==> src/rtl/fifo_stream_reader.sv <==
// Pops pixels from the image FIFO into a valid/ready stream, hiding the FIFO's
// one-cycle read latency behind a 2-entry skid buffer and tagging each pixel's position.
module fifo_stream_reader #(
  parameter int unsigned DATA_WIDTH    = 8,
  parameter int unsigned IMAGE_WIDTH   = 640,
  parameter int unsigned IMAGE_HEIGHT  = 480,
  parameter int unsigned COUNTER_WIDTH = 16
) (
  input  logic                     clock,
  input  logic                     reset,
  input  logic                     enable,
  input  logic                     fifo_ready,
  input  logic [DATA_WIDTH-1:0]    fifo_data,
  input  logic                     fifo_popped_last,
  output logic                     fifo_pop,
  output logic [DATA_WIDTH-1:0]    pixel_data,
  output logic                     pixel_valid,
  input  logic                     pixel_ready,
  output logic [COUNTER_WIDTH-1:0] column,
  output logic [COUNTER_WIDTH-1:0] row,
  output logic                     start_of_frame,
  output logic                     end_of_line,
  output logic                     end_of_frame,
  output logic                     frame_done
);

  localparam logic [COUNTER_WIDTH-1:0] LAST_COL = COUNTER_WIDTH'(IMAGE_WIDTH - 1);
  localparam logic [COUNTER_WIDTH-1:0] LAST_ROW = COUNTER_WIDTH'(IMAGE_HEIGHT - 1);

  typedef enum logic [1:0] {
    IDLE  = 2'd0,
    RUN   = 2'd1,
    DRAIN = 2'd2
  } state_t;

  state_t                  state_q;
  state_t                  state_d;
  logic [1:0]              occupancy;
  logic                    in_flight;
  logic [DATA_WIDTH-1:0]   skid_head;
  logic [DATA_WIDTH-1:0]   skid_tail;
  logic                    transfer;
  logic [2:0]              credits_after;
  logic                    last_col;
  logic                    last_row;

  always_comb begin
    pixel_valid    = (occupancy != 2'd0);
    pixel_data     = skid_head;
    transfer       = pixel_valid && pixel_ready;
    last_col       = (column == LAST_COL);
    last_row       = (row == LAST_ROW);
    start_of_frame = (column == '0) && (row == '0);
    end_of_line    = last_col;
    end_of_frame   = last_col && last_row;
  end

  // Credits count both buffered samples and the one still in the FIFO's read
  // pipeline, so a pop is only issued when a slot is guaranteed next cycle.
  always_comb begin
    credits_after = {1'b0, occupancy} + {2'b00, in_flight} - {2'b00, transfer};
    fifo_pop      = (state_q == RUN) && fifo_ready && !fifo_popped_last &&
                    (credits_after < 3'd2);
  end

  always_comb begin
    state_d = state_q;
    unique case (state_q)
      IDLE:    if (enable) state_d = RUN;
      RUN:     if (!enable) state_d = DRAIN;
      DRAIN: begin
        if (enable)
          state_d = RUN;
        else if ((occupancy == 2'd0) && !in_flight)
          state_d = IDLE;
      end
      default: state_d = IDLE;
    endcase
  end

  always_ff @(posedge clock or negedge reset) begin
    if (!reset)
      state_q <= IDLE;
    else
      state_q <= state_d;
  end

  // Skid buffer: head is what's presented; the captured sample lands in the
  // first free slot after accounting for a same-cycle transfer out of head.
  always_ff @(posedge clock or negedge reset) begin
    if (!reset) begin
      occupancy <= 2'd0;
      in_flight <= 1'b0;
      skid_head <= '0;
      skid_tail <= '0;
    end else begin
      in_flight <= fifo_pop;
      occupancy <= occupancy + {1'b0, in_flight} - {1'b0, transfer};
      if (transfer) begin
        if (occupancy == 2'd2) begin
          skid_head <= skid_tail;
          if (in_flight)
            skid_tail <= fifo_data;
        end else if (in_flight) begin
          skid_head <= fifo_data;
        end
      end else if (in_flight) begin
        if (occupancy == 2'd0)
          skid_head <= fifo_data;
        else
          skid_tail <= fifo_data;
      end
    end
  end

  always_ff @(posedge clock or negedge reset) begin
    if (!reset) begin
      column     <= '0;
      row        <= '0;
      frame_done <= 1'b0;
    end else begin
      frame_done <= transfer && last_col && last_row;
      if (transfer) begin
        if (last_col) begin
          column <= '0;
          row    <= last_row ? '0 : row + 1'b1;
        end else begin
          column <= column + 1'b1;
        end
      end
    end
  end

endmodule

==> config.mk <==
export PLATFORM = sky130hd
export DESIGN_NAME = fifo_stream_reader
export DESIGN_NICKNAME = d
export VERILOG_FILES = /design/src/rtl/fifo_stream_reader.sv
export SDC_FILE = /design/constraint.sdc
export NUM_CORES = 1
export LEC_CHECK = 0
export BUFFER_PORTS_ARGS = -buffer_cell sky130_fd_sc_hd__buf_2
export CELL_PAD_IN_SITES_DETAIL_PLACEMENT = 1
export CELL_PAD_IN_SITES_GLOBAL_PLACEMENT = 1
export CORE_MARGIN = 1
export CORE_UTILIZATION = 30
export CTS_CLUSTER_SIZE = 25
export DETAILED_ROUTE_END_ITERATION = 6
export PLACE_DENSITY = 0.68
export SETUP_SLACK_MARGIN = 0.5
export SLEW_MARGIN = 20
export SYNTH_ARGS = -nofsm -noshare
export SYNTH_HDL_FRONTEND = slang
export SYNTH_SLANG_ARGS = --single-unit
==> constraint.sdc <==
create_clock -name clock -period 2.47 [get_ports clock]
set_input_delay 0.3705 -clock clock [delete_from_list [all_inputs] [get_ports clock]]
set_output_delay 0.3705 -clock clock [all_outputs]
set_load 0.02 [all_outputs]
======== Yosys cells after proc, flatten, opt, wreduce, memory -nomap -nowiden ========
Cells that the tools add are included.
operators by class
  add/subtract/negate cells ............... 6
  order comparisons ....................... 1
  eq/ne operators ......................... 11
  muxes and demuxes ....................... 16
  reductions and logical operators ........ 23
operators by type and width
  kind                                                    count
  2-to-1 mux 8 bit                                        9
  adder 16 x 1 -> 16 bit (second input constant)          2
  logical NOT 16 bit                                      2
  2-to-1 mux 16 bit                                       2
  equality test 16 x 10 -> 1 bit (second input constant)  1
  equality test 16 x 9 -> 1 bit (second input constant)   1
  logical AND 1 bit                                       9
  2-to-1 mux 2 bit                                        4
  inequality test 2 bit (second input constant)           4
  nonzero test 2 bit                                      4
  one-hot mux 2 bit (3 select lines)                      1
  AND reduction 3 bit                                     2
  equality test 2 bit (second input constant)             2
  logical NOT 2 bit                                       2
  AND reduction 4 bit                                     1
  adder 2 x 1 -> 3 bit                                    1
  < comparator 3 x 2 -> 1 bit (second input constant)     1
  inequality test 3 bit (second input constant)           1
  subtractor 3 x 1 -> 3 bit                               1
  adder 2 x 1 -> 2 bit                                    1
  equality test 2 x 1 -> 1 bit (second input constant)    1
  logical NOT 1 bit                                       2
  inequality test 2 x 1 -> 1 bit (second input constant)  1
  AND reduction 2 bit                                     1
  subtractor 2 x 1 -> 2 bit                               1
word-level totals
  register bits after elaboration ......... 54
  input port bits ......................... 14
  output and inout bits ................... 46
  word-level logic and storage cells ...... 65

======== Depth between registers and ports, before layout ========
  depth after elaboration ................. 5
  gate-level depth with buffers ........... 10
  mapped depth without buffers ............ 8

======== Worst setup path before layout ========
Ideal clock, no wire load.
  path type ............................... reg-to-output
  start point ............................. register occupancy[1]
  end point ............................... output port fifo_pop
  data arrival time ....................... 2540 ps
  data required time ...................... 2099 ps
  path slack .............................. -441 ps
  stages on the path, launching flop included .. 11
  path buffers ............................ 2
  cells stage by stage .................... dfrtp_1 > buf_2 > o21a_1 > buf_2 > inv_2 > ha_1 > ha_1 > fa_1 > xor2_1 > nand2_1 > nor4_1
on the way
  word-level cells in the longest chain between the ends .. 5
  elaborated cells on any way between the ends .. 6
RTL lines
  element                                                                       line  source
  from (decl)                                                                   38    logic [1:0] occupancy;
  from (signal assigned)                                                        98    occupancy <= occupancy + {1'b0, in_flight} - {1'b0, transfer};
  parallel branches: the longest is 2 deep, another holds adder 2 x 1 -> 3 bit  --
  subtractor 3 x 1 -> 3 bit (*)                                                 61    credits_after = {1'b0, occupancy} + {2'b00, in_flight} - {2'b00, transfer};
  < comparator 3 x 2 -> 1 bit (*)                                               63    (credits_after < 3'd2);
  logical AND 1 bit (*)                                                         62    fifo_pop = (state_q == RUN) && fifo_ready && !fifo_popped_last &&
  to (decl)                                                                     15    output logic fifo_pop,
Every way passes the cells marked *.

======== Worst setup path in the final report ========
  start point ............................. register occupancy[0]
  end point ............................... output port fifo_pop
on the way
  word-level cells in the longest chain between the ends .. 5
  elaborated cells on any way between the ends .. 6
RTL lines
  element                                                                       line  source
  parallel branches: the longest is 2 deep, another holds adder 2 x 1 -> 3 bit  --
  subtractor 3 x 1 -> 3 bit (*)                                                 61
  net credits_after[1]                                                          43    logic [2:0] credits_after;
  < comparator 3 x 2 -> 1 bit (*)                                               63
  logical AND 1 bit (*)                                                         62
Mark *: on every way through the listed nets, which the timed path passes.

==> impl_metrics.json <==
{
  "status": "finished, violations left",
  "violations": "negative setup slack",
  "routedWlPerCell_um": 16.5,
  "synthFlopType": "dfrtp_1",
  "yosysSeqAreaShare_pct": 47.1,
  "yosysUniqueCellTypes": 40,
  "slowest_stage": "fa_2",
  "rows": 35,
  "leakage_uw": 0.00180,
  "cp_num_buf_inv": 2,
  "setup_viol": 1,
  "synth_seq_cells": 54,
  "cpMostUsedCell": "ha_4",
  "port_buffers": 59,
  "viasPerCell": 5.07,
  "hold_viol_final": 0,
  "grtUsageTotal_pct": 16.7,
  "die_x_um": 99.8,
  "post-route-worst-setup-slack_ns": -0.176,
  "rsz0062_at_grt": "true",
  "vias": 2470,
  "num_io_pins": 60,
  "syn_inst": 265,
  "maxCapViolCount": 0,
  "route.detailed.drc": 0,
  "critPathLaunchType": "flop",
  "die_area_mm2": 0.00995,
  "synth_edf_count": 0,
  "crit_required_ns": 2.10,
  "synthArstFlopShare_pct": 100,
  "dp.cells": 456,
  "ys_warn_count": 0,
  "grt-ovfl-total": 0,
  "fin_util_pct": 41.8,
  "cp.arrival_ns": 2.28,
  "grt_pass1_vias": 2495,
  "dr.pass1.iters": 4,
  "ant_nets": 0,
  "critPathMaxFanout": 2,
  "grt_first_pass_wirelength_mm": 13.0,
  "final_net_count": 379,
  "vdd_drop_max_mv": 0.336,
  "num_antenna_cells": 0,
  "syn_nets": 286,
  "clock_path_buffers": 2,
  "initial_core_util_pct": 31.0,
  "powerDensity_mw_per_mm2": 720,
  "grt_max_degree": 55,
  "syn_area_mm2": 0.00287,
  "worstHoldPathType": "in -> async",
  "drv_slew": 0,
  "fmax_mhz": 378,
  "drive_gt1_share_pct": 45.3,
  "crit_chain": "o21a_1 -> inv_4 -> ha_4 -> ha_4 -> fa_2 -> nor4_4 -> buf_4",
  "instances_no_fill": 487,
  "cts_tree": "yes",
  "cts.htree.levels": 2,
  "dp_hpwl_mm": 5.38,
  "fin_setup_tns_ns": -0.176,
  "clock_latency_ns": 0.31,
  "antenna_found_initial": 0,
  "clock_sinks": 54,
  "slew_headroom_pct": 52.0,
  "clkTransAtPathRegs_ns": 0.10,
  "crit_family": "adder cells",
  "drt-total-wl_mm": 8.06,
  "drtIter0Drc": 80,
  "crit_path_max_incr_delay_ns": 0.45,
  "post-route-period-util_pct": 107,
  "worst_pin_slew_ns": 0.721,
  "die_y_um": 99.8,
  "core_mm2": 0.00924,
  "path_class": "reg -> out",
  "nFillCells": 1044,
  "cts-root-buf": "clkbuf_8",
  "period_needed_ns": 2.65,
  "endpoint_kind": "primary output",
  "synth_area_per_cell_um2": 10.8,
  "numCtsBuffers": 5,
  "area_growth_pct": 34.7,
  "clock_skew_ns": 0.00736,
  "gp_congestion": 0.755
}
-- what timing repair did --
action                                  4_1_cts  5_1_grt
hold buffers                                  0        0
endpoints found under the hold margin         0        0
pin swaps                                     5       15
gates cloned                                  0        2
buffers inserted                              6       16
gates resized for setup                      23       31
endpoints found under the setup margin       16       24
-- layout make-up --
class	instances	area, µm²	share of cell area, %
Inverter	9	36.3	0.940
Tap cell	129	161	4.18
Clock buffer	7	76.3	1.98
Multi-Input combinational cell	193	1620	41.9
Timing Repair Buffer	95	607	15.7
Sequential cell	54	1360	35.3
-- layout by cell type (no fill, tap or decap), drive strengths merged --
cell type	synthesis	layout
a22o	11	11
nor2b	7	7
o22ai	1	1
a21o	2	2
nor2	13	13
ha	6	6
inv	9	9
nor4	14	14
and2	2	2
xnor2	8	8
or2	2	2
o21a	1	1
a21oi	3	3
dfrtp	54	54
or4	2	2
nand4b	1	1
and4	3	3
nor3	13	13
nand2b	2	2
buf	6	95
and2b	2	2
nand4	9	9
a21boi	1	1
or3	1	1
mux2	25	25
and3	11	11
o211ai	12	12
mux2i	1	1
nand3	14	14
fa	1	1
clkbuf	3	7
nand2	12	12
o21ai	5	5
xor2	8	8
-- layer usage --
metal / vias to the layer above / track usage [%] / share of wire, %
met2: 35 / 27.7 / 51
met1: 1260 / 22.5 / 45
li1: 1169 / - / -
met4: 0 / 4.64 / 1.1
met5: - / 0 / 0
met3: 6 / 2.67 / 2.6
-- cell usage after synthesis (2+ instances only) --
master / count / area [µm²]
or4_4: 2 / 22.5
inv_1: 8 / 30.0
xor2_1: 8 / 70.1
buf_2: 2 / 10.0
o21ai_0: 5 / 25.0
ha_1: 6 / 75.1
and3_1: 11 / 68.8
nand4_1: 9 / 56.3
a21o_1: 2 / 15.0
and2b_1: 2 / 15.0
dfrtp_1: 54 / 1350
clkbuf_1: 2 / 7.51
nor4_1: 13 / 81.3
a21oi_1: 3 / 15.0
nand3_1: 14 / 70.1
or2_2: 2 / 12.5
nor2b_1: 7 / 43.8
o211ai_1: 12 / 90.1
nand2b_1: 2 / 12.5
mux2_2: 25 / 282
a22o_1: 11 / 96.3
and2_1: 2 / 12.5
nand2_1: 12 / 45.0
xnor2_1: 8 / 70.1
nor3_1: 12 / 60.1
and4_1: 3 / 26.3
nor2_1: 13 / 48.8
buf_6: 3 / 33.8
-- metrics by stage --
stage | hold slack, ns | power, µW | setup slack, ns | instance area [µm²]
after global routing | 0.213 | 2980 | -0.266 | 3860
after detailed placement | 0.471 | 2260 | 0.0160 | 3400
after CTS | 0.210 | 2780 | -0.193 | 3620
final | 0.179 | 2780 | -0.176 | 3860
after global placement | 0.448 | 2210 | 0.0398 | 3400
after floorplan | 0.0749 | 1920 | -0.0253 | 2930
-- worst paths after layout --
check                             start  slack (ns)         end  depth (start not counted)
hold reg to reg              state_q[1]        0.48  state_q[0]                          1
min in group clock               enable        0.22  state_q[1]                          2
setup reg to reg             column[12]        0.42     row[13]                          6
hold / removal                    reset        0.18      row[8]                          2
max in group asynchronous         reset        1.75   column[0]                          2
setup / recovery           occupancy[0]       -0.18    fifo_pop                          7
-- worst reg2reg max path: cells and delay by family (launching register included) --
family | cells | cell delay (ns)
buf+inv | 2 | 0.32
flops | 1 | 0.43
mux | 1 | 0.31
simple gates | 3 | 0.89
-- power breakdown --
part | internal [µW] | switching [µW] | leakage [µW]
combinational | 473 | 544 | 0.00108
clock | 197 | 290 | 0.0000383
sequential | 1090 | 185 | 0.000678
total | 1760 | 1020 | 0.00180
-- state kept, by name, indices dropped and copies added, names as in the netlist --
| name | count |
|---|---|
| column | 16 |
| in_flight | 1 |
| skid_tail | 8 |
| pixel_data | 8 |
| occupancy | 2 |
| row | 16 |
| state_q | 2 |
| frame_done | 1 |
-- cells by family (layout without fill, tap and decap cells) --
| family | count (synthesis) | count (layout) | synth area share, % |
|---|---|---|---|
| mux | 26 | 26 | 10.2 |
| fa+ha+maj | 7 | 7 | 3.32 |
| flops | 54 | 54 | 47.1 |
| xor+xnor | 16 | 16 | 4.89 |
| buf+inv | 18 | 111 | 3.40 |
| compound gates | 36 | 36 | 9.17 |
| simple gates | 108 | 108 | 21.9 |
Note: power is estimated with default switching activity, not from simulation.
